[src/rtl/mult_share_arbiter_if.sv]
// Client/multiplier-side bus of the shared multiplier arbiter.
interface mult_share_arbiter_if #(
  parameter int unsigned SIZE = 8,
  parameter int unsigned NREQ = 4
);
  logic [NREQ-1:0]      req_valid;
  logic [NREQ*SIZE-1:0] req_a;
  logic [NREQ*SIZE-1:0] req_b;
  logic [NREQ-1:0]      req_ready;
  logic [SIZE-1:0]      mul_a;
  logic [SIZE-1:0]      mul_b;
  logic [2*SIZE-1:0]    mul_y;
  logic [NREQ-1:0]      rsp_valid;
  logic [2*SIZE-1:0]    rsp_y;
  logic                 idle;

  // Environment side: clients plus the multiplier instance.
  modport master (
    output req_valid, req_a, req_b, mul_y,
    input  req_ready, mul_a, mul_b, rsp_valid, rsp_y, idle
  );

  // Arbiter side.
  modport slave (
    input  req_valid, req_a, req_b, mul_y,
    output req_ready, mul_a, mul_b, rsp_valid, rsp_y, idle
  );
endinterface

[src/rtl/mult_share_arbiter.sv]
// Round-robin sharing of one pipelined multiplier among NREQ requesters,
// with a requester-ID tag pipeline that returns each product to its owner.
module mult_share_arbiter #(
  parameter int unsigned SIZE    = 8,
  parameter int unsigned NREQ    = 4,
  parameter int unsigned LATENCY = 3,
  parameter int unsigned IDW     = 2
) (
  input  logic                 clk,
  input  logic                 rst,
  mult_share_arbiter_if.slave  bus
);

  // Stage 0 sits beside the mul_a/mul_b register; the remaining LATENCY
  // stages mirror the multiplier, so the last stage lines up with mul_y.
  localparam int unsigned TAGS = LATENCY + 1;

  typedef struct packed {
    logic           vld;
    logic [IDW-1:0] id;
  } tag_t;

  logic [IDW-1:0]  ptr_q, ptr_d;
  logic [SIZE-1:0] mul_a_q, mul_a_d;
  logic [SIZE-1:0] mul_b_q, mul_b_d;
  tag_t            tag_q [TAGS];
  tag_t            tag_d [TAGS];

  logic            gnt_any_c;
  logic [IDW-1:0]  gnt_id_c;
  logic            tag_busy_c;

  // Round-robin search starting just after the last granted requester.
  always_comb begin
    int unsigned idx;
    idx       = 0;
    gnt_any_c = 1'b0;
    gnt_id_c  = '0;
    for (int unsigned off = 1; off <= NREQ; off++) begin
      idx = (32'(ptr_q) + off) % NREQ;
      if (!gnt_any_c && bus.req_valid[IDW'(idx)]) begin
        gnt_any_c = 1'b1;
        gnt_id_c  = IDW'(idx);
      end
    end
    if (rst) begin
      gnt_any_c = 1'b0;
    end
  end

  // Next state: issue the granted operands (or a 0*0 bubble) and shift tags.
  always_comb begin
    ptr_d   = ptr_q;
    mul_a_d = '0;
    mul_b_d = '0;
    for (int unsigned i = 0; i < TAGS; i++) begin
      tag_d[i] = '0;
    end
    tag_d[0].vld = gnt_any_c;
    tag_d[0].id  = gnt_id_c;
    for (int unsigned i = 1; i < TAGS; i++) begin
      tag_d[i] = tag_q[i-1];
    end
    if (gnt_any_c) begin
      ptr_d   = gnt_id_c;
      mul_a_d = bus.req_a[32'(gnt_id_c)*SIZE +: SIZE];
      mul_b_d = bus.req_b[32'(gnt_id_c)*SIZE +: SIZE];
    end
  end

  // State registers; reset drops all in-flight tags and re-arms requester 0.
  always_ff @(posedge clk) begin
    if (rst) begin
      ptr_q   <= IDW'(NREQ - 1);
      mul_a_q <= '0;
      mul_b_q <= '0;
      for (int unsigned i = 0; i < TAGS; i++) begin
        tag_q[i] <= '0;
      end
    end else begin
      ptr_q   <= ptr_d;
      mul_a_q <= mul_a_d;
      mul_b_q <= mul_b_d;
      for (int unsigned i = 0; i < TAGS; i++) begin
        tag_q[i] <= tag_d[i];
      end
    end
  end

  // Grant, response routing and idle status.
  always_comb begin
    tag_busy_c = 1'b0;
    for (int unsigned i = 0; i < TAGS; i++) begin
      tag_busy_c = tag_busy_c | tag_q[i].vld;
    end
    bus.req_ready = '0;
    if (gnt_any_c) begin
      bus.req_ready = NREQ'(1) << gnt_id_c;
    end
    bus.rsp_valid = '0;
    bus.rsp_y     = '0;
    if (tag_q[TAGS-1].vld) begin
      bus.rsp_valid = NREQ'(1) << tag_q[TAGS-1].id;
      bus.rsp_y     = bus.mul_y;
    end
    bus.idle = rst | (~|bus.req_valid & ~tag_busy_c);
  end

  assign bus.mul_a = mul_a_q;
  assign bus.mul_b = mul_b_q;

endmodule

[src/flat_wrapper.sv]
// flat-port wrapper written by rule: the top's interface ports become plain ports
module mult_share_arbiter_flat 
#(
  parameter int unsigned SIZE    = 8,
  parameter int unsigned NREQ    = 4,
  parameter int unsigned LATENCY = 3,
  parameter int unsigned IDW     = 2
)
  (clk, rst, bus_req_valid, bus_req_a, bus_req_b, bus_mul_y, bus_req_ready, bus_mul_a, bus_mul_b, bus_rsp_valid, bus_rsp_y, bus_idle);
  mult_share_arbiter_if #(.SIZE(SIZE), .NREQ(NREQ)) bus_i ();
  input  logic clk;
  input  logic rst;
  input wire logic [$bits(bus_i.req_valid)-1:0] bus_req_valid;
  input wire logic [$bits(bus_i.req_a)-1:0] bus_req_a;
  input wire logic [$bits(bus_i.req_b)-1:0] bus_req_b;
  input wire logic [$bits(bus_i.mul_y)-1:0] bus_mul_y;
  output wire logic [$bits(bus_i.req_ready)-1:0] bus_req_ready;
  output wire logic [$bits(bus_i.mul_a)-1:0] bus_mul_a;
  output wire logic [$bits(bus_i.mul_b)-1:0] bus_mul_b;
  output wire logic [$bits(bus_i.rsp_valid)-1:0] bus_rsp_valid;
  output wire logic [$bits(bus_i.rsp_y)-1:0] bus_rsp_y;
  output wire logic [$bits(bus_i.idle)-1:0] bus_idle;
  assign bus_i.req_valid = bus_req_valid;
  assign bus_i.req_a = bus_req_a;
  assign bus_i.req_b = bus_req_b;
  assign bus_i.mul_y = bus_mul_y;
  assign bus_req_ready = bus_i.req_ready;
  assign bus_mul_a = bus_i.mul_a;
  assign bus_mul_b = bus_i.mul_b;
  assign bus_rsp_valid = bus_i.rsp_valid;
  assign bus_rsp_y = bus_i.rsp_y;
  assign bus_idle = bus_i.idle;
  mult_share_arbiter #(.SIZE(SIZE), .NREQ(NREQ), .LATENCY(LATENCY), .IDW(IDW)) u_core (.clk(clk), .rst(rst), .bus(bus_i));
endmodule
[config.mk]
export PLATFORM = sky130hd
export DESIGN_NAME = mult_share_arbiter_flat
export DESIGN_NICKNAME = d
export VERILOG_FILES = /design/src/rtl/mult_share_arbiter_if.sv /design/src/rtl/mult_share_arbiter.sv /design/src/flat_wrapper.sv
export SDC_FILE = /design/constraint.sdc
export NUM_CORES = 1
export LEC_CHECK = 0
export ABC_AREA = 0
export ABC_CLOCK_PERIOD_IN_PS = 1730
export CORE_MARGIN = 2
export CORE_UTILIZATION = 33
export DETAILED_ROUTE_END_ITERATION = 10
export GPL_TIMING_DRIVEN = 0
export PLACE_DENSITY_LB_ADDON = 0.12
export SLEW_MARGIN = 25
export SYNTH_ARGS = -nofsm -noshare
export SYNTH_HDL_FRONTEND = slang
export SYNTH_SLANG_ARGS = --single-unit
[constraint.sdc]
create_clock -name clk -period 1.73 [get_ports clk]
set_input_delay 0.173 -clock clk [delete_from_list [all_inputs] [get_ports clk]]
set_output_delay 0.173 -clock clk [all_outputs]
set_load 0.03 [all_outputs]
==> results of run 1 <==
==> cell families (layout without fill, tap and decap cells) <==
family | after synthesis | count (layout)
and+or+nand+nor | 47 | 47
DFF | 30 | 30
AOI/OAI and AO/OA | 27 | 27
buffers and inverters | 14 | 173
muxes | 33 | 33
==> critical path, stage by stage (launching register included) <==
cell      delay [ns]
dfxtp_4         0.37
buf_6           0.12
mux2i_4         0.18
o22ai_4         0.15
o21bai_4        0.18
nand2_2         0.12
nor2_1          0.14
buf_4           0.17
==> cell type report <==
| type | instances | area [µm²] |
|---|---|---|
| well taps | 54 | 67.6 |
| inverters | 5 | 18.8 |
| repair buffers | 152 | 1500 |
| plain buffers | 8 | 106 |
| clock buffers | 6 | 82.6 |
| flip-flops and latches | 30 | 608 |
| multi-input cells | 107 | 1010 |
| fillers | 326 | 1170 |
| clock inverters | 2 | 60.1 |
==> metrics by stage <==
stage	setup WS [ns]	cell area [µm²]	std cells
6_report	-0.154	3460	364
5_1_grt	-0.235	3460	364
4_1_cts	-0.220	3320	353
3_5_place_dp	-0.943	2890	331
3_3_place_gp	-0.927	2890	331
2_1_floorplan	0.128	1570	151
==> cell usage after synthesis (2+ instances only) <==
library cell	instances
a21oi_1	2
and2_1	16
buf_12	2
buf_4	2
buf_8	2
clkbuf_1	3
dfxtp_1	30
inv_1	4
mux2i_1	33
nand2_1	4
nand2b_1	2
nor2_1	7
nor2b_1	9
nor4_1	2
o22ai_1	9
o22ai_2	8
==> sequential cells by signal, summed over array words and instances, names as in the netlist <==
name              flops
u_core.tag_q         12
u_core.bus.mul_a      8
u_core.bus.mul_b      8
u_core.ptr_q          2
==> power by group through the flow <==
stage | logic, µW | clock network [µW] | registers, µW
2_1_floorplan | 364 | 0 | 913
3_3_place_gp | 859 | 0 | 804
3_5_place_dp | 863 | 0 | 805
4_1_cts | 1070 | 907 | 788
5_1_grt | 1200 | 935 | 797
6_report | 1140 | 897 | 789
==> repair_timing <==
action / in CTS / in global routing
pin swaps: 4 / 18
gates resized for setup: 76 / 33
setup buffers: 11 / 14
cloned: 3 / 0
setup endpoints to repair: 35 / 38
==> path summary, 6_finish.rpt <==
| path | from | end | slack, ns | cells past startpoint |
|---|---|---|---|---|
| worst max-delay path | u_core.ptr_q[1] | bus_req_ready[1] | -0.15 | 7 |
| worst min-delay path | bus_req_valid[1] | u_core.ptr_q[0] | 0.37 | 4 |
| worst max register to register | u_core.ptr_q[1] | u_core.bus.mul_b[6] | -0.06 | 10 |
| worst min register to register | u_core.tag_q[2][1] | u_core.tag_q[3][1] | 0.44 | 1 |
==> per-layer routing <==
| layer | track usage, % | share of wire, % | up-vias |
|---|---|---|---|
| met5 | 0 | 0 | - |
| met1 | 19.2 | 37 | 778 |
| met3 | 8.70 | 10 | 2 |
| li1 | - | - | 850 |
| met4 | 4.94 | 0.42 | 0 |
| met2 | 35.3 | 52 | 86 |
==> impl_metrics.yaml, run 1 <==
synth:
  ys_seq_elements: 30
  seq_area_frac_synth_pct: 38.5
  synth_top_family_by_area: "multiplexers"
  synth.area.mux_share_pct: 21.2
  synthAdderAreaFrac_pct: 0
  synthArstFlopShare_pct: 0
  yosysWarnings: 0
  yosys_most_used_dff: "dfxtp_1"
  synth-compound-area-share_pct: 14.8
  synthTopCellsByArea: "dfxtp_1 38%, mux2i_1 21%, and2_1 6.4%, o22ai_2 6.4%, nor2b_1 3.6%"
  synth_xor_area_share_pct: 0
  avgSynthCellArea_um2: 10.3
  synth_top_area_share_pct: 38.5
  syn_inst: 151
  synth_edf_count: 0
  yosysUniqueCellTypes: 32
  synthSimpleGateAreaFrac_pct: 18.2
  syn_nets: 237
  syn_area_um2: 1560
  synth_area_leader_cell: "dfxtp_1"
detailed_routing:
  dr.pass1.iters: 4
  avgRoutedWirePerCell_um: 13.9
  vias: 1716
  postRouteAntennaNets: 0
  drt-total-wl_mm: 5.06
  drt_iter0_drc: 51
  viasPerCell: 4.71
  drc: 0
grt:
  grtUsageTotal_pct: 19.0
  antenna_found_initial: 0
  grt_pass1_vias: 1661
  grt_pass1_wl_mm: 7.78
  grt_max_degree: 11
  overflow: 0
final_layout:
  final_cell_mix: "97 x clkdlybuf4s50_1, 28 x dfxtp_1, 23 x dlygate4sd2_1"
  areaGrowthSynthToFinish_pct: 122
  antenna_cells: 0
  drive_gt1_share_pct: 27.4
  fin_nets: 395
  layout_commonest_cell: "clkdlybuf4s50_1"
  fin_util_pct: 74.8
setup_path:
  critPathArrivalTime_ns: 1.71
  cp-start-kind: "flip-flop"
  path_class: "reg2out"
  cp-end-kind: "primary output"
  worstPathRequired_ns: 1.56
  crit_path_max_fanout: 5
power_and_ir_drop:
  ir_drop_v: 0.000623
  cellLeakagePower_uw: 0.00153
  p_seq_share_pct: 27.9
  powerDensity_nw_per_um2: 816
  fin_total_pwr_uw: 2830
  swShare_pct: 27.9
  power_frac_clock_pct: 31.7
  p_int_uw: 2040
  p_switching_uw: 789
  combPwrFrac_pct: 40.3
timing:
  finClkSkew_ns: 0.00833
  worst_pin_slew_ns: 0.473
  fmax_ghz: 0.531
  slew_headroom_pct: 68.3
  maxSlewViolCount: 0
  final_hold_viol_count: 0
  worst_slack_ns: -0.154
  setup-violations-final: 16
  fin_crit_sh_pct: 109
  holdWs_ns: 0.373
  final.setup.tns_ns: -0.915
  min_period_ns: 1.88
  rsz0062_at_grt: "true"
outcome:
  outcome: "finished with violations"
  violations: "setup timing"
cts:
  cts_htree_levels: 2
  cts_buffer_depth: 2
  cts_tree: "done"
  cts_made_buffers: 5
  insertion_delay_ns: 0.28
  clock-root-buffer: "clkbuf_8"
  hold_buffers: 0
  clk_pin_slew_ns: 0.07
  clkSinkCount: 30
die:
  die_y_um: 72.8
  die_x_um: 72.8
  fp-row-count: 25
  num_io_pins: 127
  core_um2: 4630
  initial_utilization_pct: 33.7
  die-area_um2: 5290
worst_hold_path:
  min_path_type: "in2reg"
flow_run:
  cap_viol_max_count: 0
placed_design:
  post-dp-hpwl_mm: 3.45
  gp_congestion: 0.697
  io_buffers: 126
Note: power is estimated with default switching activity, not from simulation.
==> inputs of run 2 (changes only) <==
--- a/config.mk
+++ b/config.mk
@@ -12,7 +12,6 @@
 export DETAILED_ROUTE_END_ITERATION = 10
 export GPL_TIMING_DRIVEN = 0
 export PLACE_DENSITY_LB_ADDON = 0.12
-export SLEW_MARGIN = 25
 export SYNTH_ARGS = -nofsm -noshare
 export SYNTH_HDL_FRONTEND = slang
 export SYNTH_SLANG_ARGS = --single-unit
==> results of run 2 <==
No change in the layout: final DEF, timing and power equal those of run 1.
==> inputs of run 3 (changes only) <==
--- a/config.mk
+++ b/config.mk
@@ -6,9 +6,10 @@
 export NUM_CORES = 1
 export LEC_CHECK = 0
 export ABC_AREA = 0
-export ABC_CLOCK_PERIOD_IN_PS = 1730
+export ABC_CLOCK_PERIOD_IN_PS = 1900
 export CORE_MARGIN = 2
-export CORE_UTILIZATION = 33
+export CORE_UTILIZATION = 34
+export CTS_BUF_LIST = sky130_fd_sc_hd__clkbuf_4
 export DETAILED_ROUTE_END_ITERATION = 10
 export GPL_TIMING_DRIVEN = 0
 export PLACE_DENSITY_LB_ADDON = 0.12
==> constraint.sdc (replaced) <==
create_clock -name clk -period 1.9 [get_ports clk]
set_input_delay 0.19 -clock clk [delete_from_list [all_inputs] [get_ports clk]]
set_output_delay 0.19 -clock clk [all_outputs]
set_load 0.03 [all_outputs]
==> run 3 against run 2 <==
The flow now finishes without violations. Via count shrank 6.7%. Power shrank 33%. First-iteration DRC count shrank 35%. Highest routed layer unchanged.
==> impl_metrics.yaml, run 3 (same netlist as run 1, synthesis figures left out) <==
placed_design:
  io_buffers: 126
  placed_area_um2: 2890
  post-place-ws_ns: -0.905
  gp_congestion: 0.762
  post-dp-hpwl_mm: 3.68
power_and_ir_drop:
  p_switching_uw: 604
  swShare_pct: 31.9
  power_frac_clock_pct: 19.0
  combPwrFrac_pct: 42.9
  cellLeakagePower_uw: 0.00136
  powerDensity_nw_per_um2: 629
  p_int_uw: 1290
  ir_drop_v: 0.000307
  p_seq_share_pct: 38.1
detailed_routing:
  postRouteAntennaNets: 0
  vias: 1601
  dr.pass1.iters: 4
  drc: 0
  drt_iter0_drc: 33
  met1_length_mm: 1.75
  avgRoutedWirePerCell_um: 13.6
  viasPerCell: 4.71
  routed.top_layer: "met4"
  drt-total-wl_mm: 4.62
  met3WireLength_um: 464
  met2WireLength_mm: 2.37
flow_run:
  cap_viol_max_count: 0
die:
  die-area_um2: 5150
  initial_utilization_pct: 35.6
  fp-row-count: 24
  core_um2: 4380
  num_io_pins: 127
  die_y_um: 71.7
  die_x_um: 71.7
final_layout:
  fin_util_pct: 68.6
  areaGrowthSynthToFinish_pct: 92.8
  largest-register: "u_core.tag_q"
  fillCellCount: 391
  fin_area_um2: 3010
  final_cell_mix: "98 x clkdlybuf4s50_1, 33 x mux2i_1, 28 x dfxtp_1"
  layout_commonest_cell: "clkdlybuf4s50_1"
  drive_gt1_share_pct: 16.0
  largest_register_ffs: 12
  fin_nets: 373
  antenna_cells: 0
cts:
  cts_htree_levels: 2
  clkSinkCount: 30
  cts_tree: "done"
  cts_buffer_depth: 2
  clock-root-buffer: "clkbuf_4"
  cts_made_buffers: 5
  clk_pin_slew_ns: 0.09
  insertion_delay_ns: 0.32
  hold_buffers: 0
setup_path:
  cp_slowest_stage_delay_ns: 0.46
  crit_path_max_fanout: 6
  path_cells: "o211ai_1 > o31ai_4 > or3_4 > nand2_8 > nor2_2 > buf_6"
  rrSetupSlack_ns: 0.21
  slowest_stage: "or3_4"
  cp-end-kind: "primary output"
  cp-start-kind: "flip-flop"
  crit_family: "simple AND/OR/NAND/NOR gates"
  critPathArrivalTime_ns: 1.68
  r2r_end: "u_core.bus.mul_b[0]"
  r2r_cells: 6
  r2r_start: "u_core.ptr_q[1]"
  worstPathRequired_ns: 1.71
  worstPathBufferInverterCount: 1
  path_class: "reg2out"
timing:
  worst_pin_slew_ns: 0.365
  fin_crit_sh_pct: 98.6
  final_hold_viol_count: 0
  holdWs_ns: 0.439
  finClkSkew_ns: 0.00659
  worst_slack_ns: 0.0268
  fmax_ghz: 0.534
  slew_headroom_pct: 75.5
  rsz0062_at_grt: "true"
  setup-violations-final: 0
  final.setup.tns_ns: 0
  min_period_ns: 1.87
  maxSlewViolCount: 0
worst_hold_path:
  min_path_type: "reg2reg"
  min_path_cells: 1
  hold_start: "u_core.tag_q[0][0]"
  hold-path-endpoint: "u_core.tag_q[1][0]"
grt:
  grtUsageTotal_pct: 19.0
  grt_max_degree: 18
  grt_pass1_wl_mm: 7.68
  overflow: 0
  antenna_found_initial: 0
  grt_pass1_vias: 1683
outcome:
  outcome: "finished clean"
[run 3: changes by cell type in the layout (fill, tap and decap cells not counted), sizes merged]
cell	change
clkinv	+2
clkdlybuf4s50	+1
bufinv	-2
buf	-23
clkbuf	-1
clkdlybuf4s15	+1
[run 3: final cells by class]
cell class | instances | area (µm²) | area share [%]
inverter | 5 | 18.8 | 0.624
clock inverter | 2 | 8.76 | 0.291
clock buffer | 6 | 45.0 | 1.50
sequential | 30 | 606 | 20.1
tap | 52 | 65.1 | 2.16
timing repair buffer | 131 | 1270 | 42.3
multi-input combinational | 107 | 916 | 30.4
buffer | 7 | 77.6 | 2.58
[run 3: worst max-delay path by stage]
stage	cells after the start	slack (ns)	from	to
floorplan	6	0.14	u_core.ptr_q[1]	bus_req_ready[0]
global placement	7	-0.83	bus_req_valid[3]	bus_req_ready[0]
detailed placement	7	-0.91	bus_req_valid[3]	bus_req_ready[0]
CTS	7	-0.12	u_core.ptr_q[1]	bus_req_ready[0]
global route	6	-0.07	u_core.ptr_q[1]	bus_req_ready[0]
finish	6	0.03	u_core.ptr_q[1]	bus_req_ready[0]
[run 3: power groups by stage]
stage,Clock (µW),Sequential (µW),Combinational (µW)
2_1_floorplan,0,831,329
3_5_place_dp,0,734,783
4_1_cts,377,720,792
5_1_grt,407,729,865
6_report,360,720,811
3_3_place_gp,0,731,780
[run 3: repair_timing]
| item | in CTS | in global routing |
|---|---|---|
| setup endpoints to repair | 25 | 6 |
| resized for setup | 58 | 16 |
| endpoints found under the hold margin | 0 | 0 |
| buffers inserted | 1 | 4 |
| pin swaps | 1 | 5 |
[run 3: per-layer routing]
metal | GRT usage (%) | vias up
met5 | 0 | -
met1 | 20.4 | 721
met4 | 5.66 | 0
met3 | 7.88 | 2
met2 | 34.0 | 72
li1 | - | 806
[run 3: stage by stage]
stage               power, µW  instances
global route             2000        340
finish                   1890        340
global placement         1510        329
floorplan                1160        151
detailed placement       1520        329
CTS                      1890        337
